[config.mk]
export PLATFORM = sky130hd
export DESIGN_NAME = serial_word_assembler
export DESIGN_NICKNAME = d
export VERILOG_FILES = /design/src/rtl/serial_word_assembler_pkg.sv /design/src/rtl/serial_word_assembler_bit_counter.sv /design/src/rtl/serial_word_assembler.sv
export SDC_FILE = /design/constraint.sdc
export NUM_CORES = 1
export LEC_CHECK = 0
export CELL_PAD_IN_SITES_DETAIL_PLACEMENT = 1
export CELL_PAD_IN_SITES_GLOBAL_PLACEMENT = 1
export CORE_ASPECT_RATIO = 1.2
export CORE_MARGIN = 5
export CORE_UTILIZATION = 35
export DETAILED_ROUTE_END_ITERATION = 7
export PLACE_DENSITY = 0.65
export SLEW_MARGIN = 15
export SYNTH_ARGS = -nofsm -noshare
export SYNTH_HDL_FRONTEND = slang
export SYNTH_SLANG_ARGS = --single-unit
[constraint.sdc]
create_clock -name Clk -period 4.5 [get_ports Clk]
set_clock_uncertainty 0.1 [all_clocks]
set_input_delay 0.9 -clock Clk [delete_from_list [all_inputs] [get_ports Clk]]
set_output_delay 0.9 -clock Clk [all_outputs]
set_load 0.02 [all_outputs]
[src/rtl/serial_word_assembler_pkg.sv]
`default_nettype none
// ============================================================================
//  Module      : serial_word_assembler_pkg
//  Description : Shared definitions for the serial word assembler: FSM state
//                encoding and the counter width helper.
//  Ports       : none (package)
//  Revision    : 1.0 - initial release
// ============================================================================
package serial_word_assembler_pkg;

    // Explicit 1-bit state encoding.
    typedef enum logic {
        IDLE  = 1'b0,
        SHIFT = 1'b1
    } state_e;

    // Smallest r such that 2**r >= value (value >= 1).
    function automatic int clog2(input int value);
        int r;
        r = 0;
        while ((1 << r) < value) begin
            r = r + 1;
        end
        return r;
    endfunction

endpackage : serial_word_assembler_pkg
`default_nettype wire

[src/rtl/serial_word_assembler_bit_counter.sv]
`default_nettype none
// ============================================================================
//  Module      : bit_counter
//  Description : Up-counter with synchronous clear (priority over count
//                enable) and asynchronous active-low reset.
//  Ports       : Clk    - rising-edge clock
//                Reset  - asynchronous reset, active-low
//                Enable - increment on this edge
//                Clear  - force to zero on this edge (wins over Enable)
//                count  - current count value
//  Revision    : 1.0 - initial release
// ============================================================================
module bit_counter #(
    parameter int WIDTH = 4
) (
    input  logic             Clk,
    input  logic             Reset,
    input  logic             Enable,
    input  logic             Clear,
    output logic [WIDTH-1:0] count
);

    logic [WIDTH-1:0] count_q;

    always_ff @(posedge Clk or negedge Reset) begin
        if (!Reset) begin
            count_q <= '0;
        end else if (Clear) begin
            count_q <= '0;
        end else if (Enable) begin
            count_q <= count_q + WIDTH'(1);
        end
    end

    assign count = count_q;

endmodule : bit_counter
`default_nettype wire

[src/rtl/serial_word_assembler.sv]
`default_nettype none
// ============================================================================
//  Module      : serial_word_assembler
//  Description : Serial-in / parallel-out word assembler (LSB first) with a
//                Start alignment strobe, a valid/acknowledge handshake on
//                the completed word and a sticky overrun flag.
//  Ports       : Clk          - rising-edge clock
//                Reset        - asynchronous reset, active-low
//                Enable       - qualifies every shift/start action
//                Start        - word-alignment strobe
//                Serial_In    - serial data, LSB first
//                Word_Ack     - consumer acknowledge of Parallel_Out
//                Parallel_Out - last completed word
//                Word_Valid   - Parallel_Out holds an unacknowledged word
//                Busy         - high while assembling a word
//                Overrun      - sticky: a word replaced an unacknowledged one
//  Revision    : 1.0 - initial release
// ============================================================================
module serial_word_assembler
    import serial_word_assembler_pkg::*;
#(
    parameter int WORD_LENGTH = 8
) (
    input  logic                   Clk,
    input  logic                   Reset,
    input  logic                   Enable,
    input  logic                   Start,
    input  logic                   Serial_In,
    input  logic                   Word_Ack,
    output logic [WORD_LENGTH-1:0] Parallel_Out,
    output logic                   Word_Valid,
    output logic                   Busy,
    output logic                   Overrun
);

    localparam int                 c_CNT_W = clog2(WORD_LENGTH + 1);
    // Count value before the final sample of a word is taken.
    localparam logic [c_CNT_W-1:0] c_LAST  = c_CNT_W'(WORD_LENGTH - 1);

    state_e                   state_q;
    logic                     busy_q;
    logic [c_CNT_W-1:0]       count;

    // Only the upper WORD_LENGTH-1 bits of the shift register are kept: the
    // lowest bit is shifted out on the next sample and never observed.
    logic [WORD_LENGTH-2:0]   shift_q, shift_d;
    logic [WORD_LENGTH-1:0]   par_q, par_d;
    logic                     valid_q, valid_d;
    logic                     ovr_q, ovr_d;

    logic                     w_start;
    logic                     w_sample;
    logic                     w_done;
    logic [WORD_LENGTH-1:0]   w_shifted;

    // Start (in either state) aligns; samples are taken only in SHIFT.
    assign w_start   = Enable & Start;
    assign w_sample  = Enable & ~Start & (state_q == SHIFT);
    assign w_done    = w_sample & (count == c_LAST);
    assign w_shifted = {Serial_In, shift_q};

    bit_counter #(
        .WIDTH (c_CNT_W)
    ) u_bit_counter (
        .Clk    (Clk),
        .Reset  (Reset),
        .Enable (w_sample),
        .Clear  (w_start | w_done),
        .count  (count)
    );

    // Control FSM; Busy is registered alongside the state.
    always_ff @(posedge Clk or negedge Reset) begin
        if (!Reset) begin
            state_q <= IDLE;
            busy_q  <= 1'b0;
        end else if (w_start) begin
            state_q <= SHIFT;
            busy_q  <= 1'b1;
        end else if (w_done) begin
            state_q <= IDLE;
            busy_q  <= 1'b0;
        end
    end

    always_comb begin
        shift_d = shift_q;
        par_d   = par_q;
        valid_d = valid_q;
        ovr_d   = ovr_q;

        if (w_start || w_done) begin
            shift_d = '0;
        end else if (w_sample) begin
            shift_d = w_shifted[WORD_LENGTH-1:1];
        end

        if (w_done) begin
            par_d   = w_shifted;
            valid_d = 1'b1;
            // An acknowledge on the completion edge consumes the old word.
            if (valid_q && !Word_Ack) begin
                ovr_d = 1'b1;
            end
        end else if (Word_Ack) begin
            valid_d = 1'b0;
        end
    end

    always_ff @(posedge Clk or negedge Reset) begin
        if (!Reset) begin
            shift_q <= '0;
            par_q   <= '0;
            valid_q <= 1'b0;
            ovr_q   <= 1'b0;
        end else begin
            shift_q <= shift_d;
            par_q   <= par_d;
            valid_q <= valid_d;
            ovr_q   <= ovr_d;
        end
    end

    assign Parallel_Out = par_q;
    assign Word_Valid   = valid_q;
    assign Busy         = busy_q;
    assign Overrun      = ovr_q;

endmodule : serial_word_assembler
`default_nettype wire

==> Word-level counts from Yosys, hierarchy flattened <==
Index checks and enable logic that the tools add are counted.
{ "classes": {"n_eq_ne": 1, "bitwise": 6, "reduce_logical": 8, "n_addsub": 1, "muxes": 8} }
{ "op_table": {"columns": ["op", "count"], "rows": [
  ["7-bit 2-to-1 mux", 2],
  ["4-bit 2-to-1 mux", 2],
  ["2-bit nonzero test", 4],
  ["4-bit by 1-bit adder with 4-bit output (second input constant)", 1],
  ["1-bit AND", 4],
  ["4-bit by 3-bit equality test with 1-bit output (second input constant)", 1],
  ["1-bit 2-to-1 mux", 4],
  ["2-bit AND reduction", 1],
  ["1-bit logical AND", 1],
  ["1-bit zero test", 1],
  ["1-bit logical OR", 1],
  ["1-bit NOT", 1],
  ["1-bit OR", 1]
]} }
{ "word_totals": {"output_inout_bits": 11, "input_bits": 6, "wordCells": 30, "regBits": 22} }

==> Longest topological paths before layout <==
{ "depth": {"ltp_word": 6, "depth_mapped": 5, "ltp_nobuf": 4} }

==> By module <==
From an unflattened synthesis, not the netlist that was laid out.
{ "hier_totals": {"hier_cells": 80, "hier_area_um2": 1006.0} }
{ "by_module_without_submodules": {"columns": ["module", "seq_area_each_um2", "instances", "cells_each", "area_each_um2"], "rows": [
  ["serial_word_assembler", 450.4, 1, 64, 813.3],
  ["bit_counter", 100.1, 1, 16, 192.7]
]} }

==> Least setup slack after synthesis <==
OpenSTA, ideal clock, no wires.
{ "synth_timing": {"kind": "input to register", "startpoint": "in Start", "endpoint": "reg par_q[7], in the netlist Parallel_Out[7]", "cell_stages": 4, "setup_slack_ps": 2449, "arrival_ps": 1826, "setup_time_ps": 125, "t_required_ps": 4275, "path_buffers": 1, "cell_sequence": "nand2b_4 nor4b_4 buf_6 mux2_2"} }
{ "synth_via": {"elab_chain_len": 4} }
{ "synth_lines": {"columns": ["item", "line_no", "rtl"], "rows": [
  ["start, declared", "serial_word_assembler.sv:27", "input logic Start,"],
  ["1-bit NOT", "serial_word_assembler.sv:58", "assign w_sample = Enable & ~Start & (state_q == SHIFT);"],
  ["1-bit AND (2 in series)", "serial_word_assembler.sv:58", null],
  ["1-bit AND", "serial_word_assembler.sv:59", "assign w_done = w_sample & (count == c_LAST);"],
  ["end signal, assigned", "serial_word_assembler.sv:118", "par_q <= par_d;"],
  ["end, declared", "serial_word_assembler.sv:47", "logic [WORD_LENGTH-1:0] par_q, par_d;"]
]} }
No other way between the ends.
A chain may end at the register's enable or synchronous reset.

==> Final worst setup path <==
{ "layout_timing": {"startpoint": "in Start", "endpoint": "reg par_q[6], in the netlist Parallel_Out[6]"} }
Same word-level chain as after synthesis.

==> impl_metrics.toml <==
[run_status]
status = "completed"

[logic_synthesis]
netlist_area_um2 = 915.9
syn_avg_cell_area_um2 = 14.54
async_flop_share_pct = 100.0
yosysUniqueCellTypes = 20
ys_seq_elements = 22
yosys_warnings = 0
synth_top_family_by_area = "compound AO/OA/AOI/OAI gates"
yosysSeqAreaShare_pct = 60.11
syn_nets = 70
synthFlopType = "dfrtp_1"
yosys.area.top_type = "dfrtp_1"
yosysMostFrequentCell = "dfrtp_1"
synthAdderAreaFrac_pct = 1.366
syn_inst = 63
synthTopCellsByArea = "dfrtp_1 60%, mux2_2 11%, a22o_1 7.7%, a311oi_4 2.9%, nor4b_4 2.6%"
synth_common_cells = "22 x dfrtp_1, 9 x mux2_2, 8 x a22o_1"
synth-simple-area-share_pct = 5.601
synth_edf_count = 0
synth-compound-area-share_pct = 18.44
muxShareOfSynthArea_pct = 11.07
synth_xor_area_share_pct = 0
synth_top_area_share_pct = 60.11

[sta]
fin_setup_tns_ns = 0
timing.final.crit_share_pct = 56.87
rsz0062_at_grt = "no"
finalSetupViolations = 0
tightest_slew_ns = 0.9885
finalHoldViolCount = 0
fmax_mhz = 390.8
drv_slew = 0
slew_headroom_pct = 33.90
finalCriticalPeriod_ns = 2.559

[route]
wire_per_inst_um = 15.25
met1_length_um = 781
vias_per_cell = 5.246
top_layer = "met4"
firstDrtPassIters = 2
routed_wirelength_mm = 1.738
ant_nets = 0
drt_iter0_drc = 3
wl_met2_um = 859
drc_errors = 0
vias = 598
wl_met3_um = 45

[setup_path]
rr_startpoint = "u_bit_counter.count[0]"
r2r_slack_ns = 2.43
cp_data_arrival_time_ns = 2.66
required_ns = 4.61
cp-start-kind = "primary input"
r2r-end = "Parallel_Out[6]"
cp-end-kind = "flop"
crit_path_max_fanout = 11
reg2regPathDepth = 4
path_class = "primary input to flop"

[clock_network]
cts_root_buf = "clkbuf_4"
cts_hold_buf = 0
clock-sinks = 22
insertion_delay_ns = 0.30
cts_resized = 0
cts_buffers = 3
cts_buffer_depth = 2
h-tree-depth = 1
cts.reportedPaths.clkPinSlew_ns = 0.13
tritoncts = "done"
post-cts-setup-buffers = 0

[flow_run]
cap_violations = 0

[floorplan]
chipWidth_um = 56.70
die_area_mm2 = 0.003744
die-height_um = 66.04
num_rows = 20
boundaryPins = 17
core_area_mm2 = 0.002527
initial_utilization_pct = 36.24

[place]
post_dp_cell_area_mm2 = 0.001101
routabilityCongestion = 0.7210
io_buffers = 16
hpwl_mm = 1.254

[power]
vdd_drop_max_uv = 157.3
p_per_area_mw_per_mm2 = 341.7
p_leak_nw = 0.5278

[hold_path]
whs_endpoint = "Overrun"
worstHoldStart = "Overrun"
whs_path_depth = 1
hp-class = "flop to flop"

[finish]
syn_to_final_growth_pct = 25.96
antennaDiodeCount = 0
drive_gt1_share_pct = 20.99
nFillCells = 265
final_cell_area_mm2 = 0.001154
nets = 89

[grt]
antenna_found_initial = 0
grt_overflow = 0
first_global_vias = 652
grtUsageTotal_pct = 10.87
grt_max_degree = 23
grt_pass1_wl_mm = 3.077
[metal layers]
metal / GRT usage (%) / vias to the layer above
met4: 8.012 / 0
met3: 1.367 / 4
met5: 0 / -
li1: - / 278
met2: 17.77 / 12
met1: 12.99 / 304
[power by group]
group	total, mW	leakage [nW]	internal [mW]	switching [mW]
clock network	0.152	0.0279	0.0901	0.0622
registers	0.211	0.298	0.204	0.00682
logic	0.0312	0.202	0.0150	0.0162
total	0.394	0.528	0.309	0.0852
[flip-flops by register name, summed over array words and instances, names as in the netlist]
register             flops
Parallel_Out             8
u_bit_counter.count      4
shift_q                  7
Overrun                  1
Busy                     1
Word_Valid               1
[layout by cell type (no fill, tap or decap), drive strengths merged, types with 2 or more instances in the layout]
| cell type | Yosys | routed |
|---|---|---|
| inv | 4 | 4 |
| nand2 | 2 | 2 |
| clkbuf | 0 | 3 |
| o21ai | 5 | 5 |
| dfrtp | 22 | 22 |
| mux2 | 9 | 9 |
| a22o | 8 | 8 |
| clkdlybuf4s50 | 0 | 16 |
[layout make-up]
cell class,instances,area (µm²),area share (%)
clock buffer,3,22.52,1.952
tap,33,41.29,3.579
timing repair buffer,16,160.2,13.88
sequential,22,550.5,47.72
clock inverter,1,30.03,2.603
inverter,4,15.01,1.302
multi-input combinational,35,334.1,28.96
[logic make-up after synthesis]
group	Yosys count
AND/OR/NAND/NOR	5
AO/OA/AOI/OAI	20
adder cells (fa/ha/maj)	1
buffers and inverters	6
flip-flops	22
multiplexers	9
[worst max-delay path, stage by stage]
cell and delay (ns):
clkdlybuf4s50_1 0.50, nand2b_4 0.22, nor4b_4 0.63, mux2_2 0.40
[metrics by stage]
stage | util [%] | power [mW] | worst slack [ns] | hold slack [ns] | instances
finish | 45.64 | 0.3942 | 1.941 | 0.3971 | 114
global route | 45.64 | 0.4121 | 1.844 | 0.4217 | 114
CTS | 45.64 | 0.3989 | 1.916 | 0.4020 | 114
detailed placement | 43.56 | 0.2463 | 1.565 | 0.3722 | 110
global placement | 43.56 | 0.2450 | 1.592 | 0.3540 | 110
floorplan | - | 0.2299 | 2.449 | 0.3674 | 63
[how the worst max path moves through the flow]
stage,start,to,slack (ns),cells after the start
floorplan,Start,Parallel_Out[7],2.45,4
finish,Start,Parallel_Out[6],1.94,4
global placement,Start,Parallel_Out[6],1.59,4
global route,Start,Parallel_Out[5],1.84,4
CTS,Start,Parallel_Out[6],1.92,4
detailed placement,Start,Parallel_Out[1],1.57,4
(Power assumes the default switching activity.)
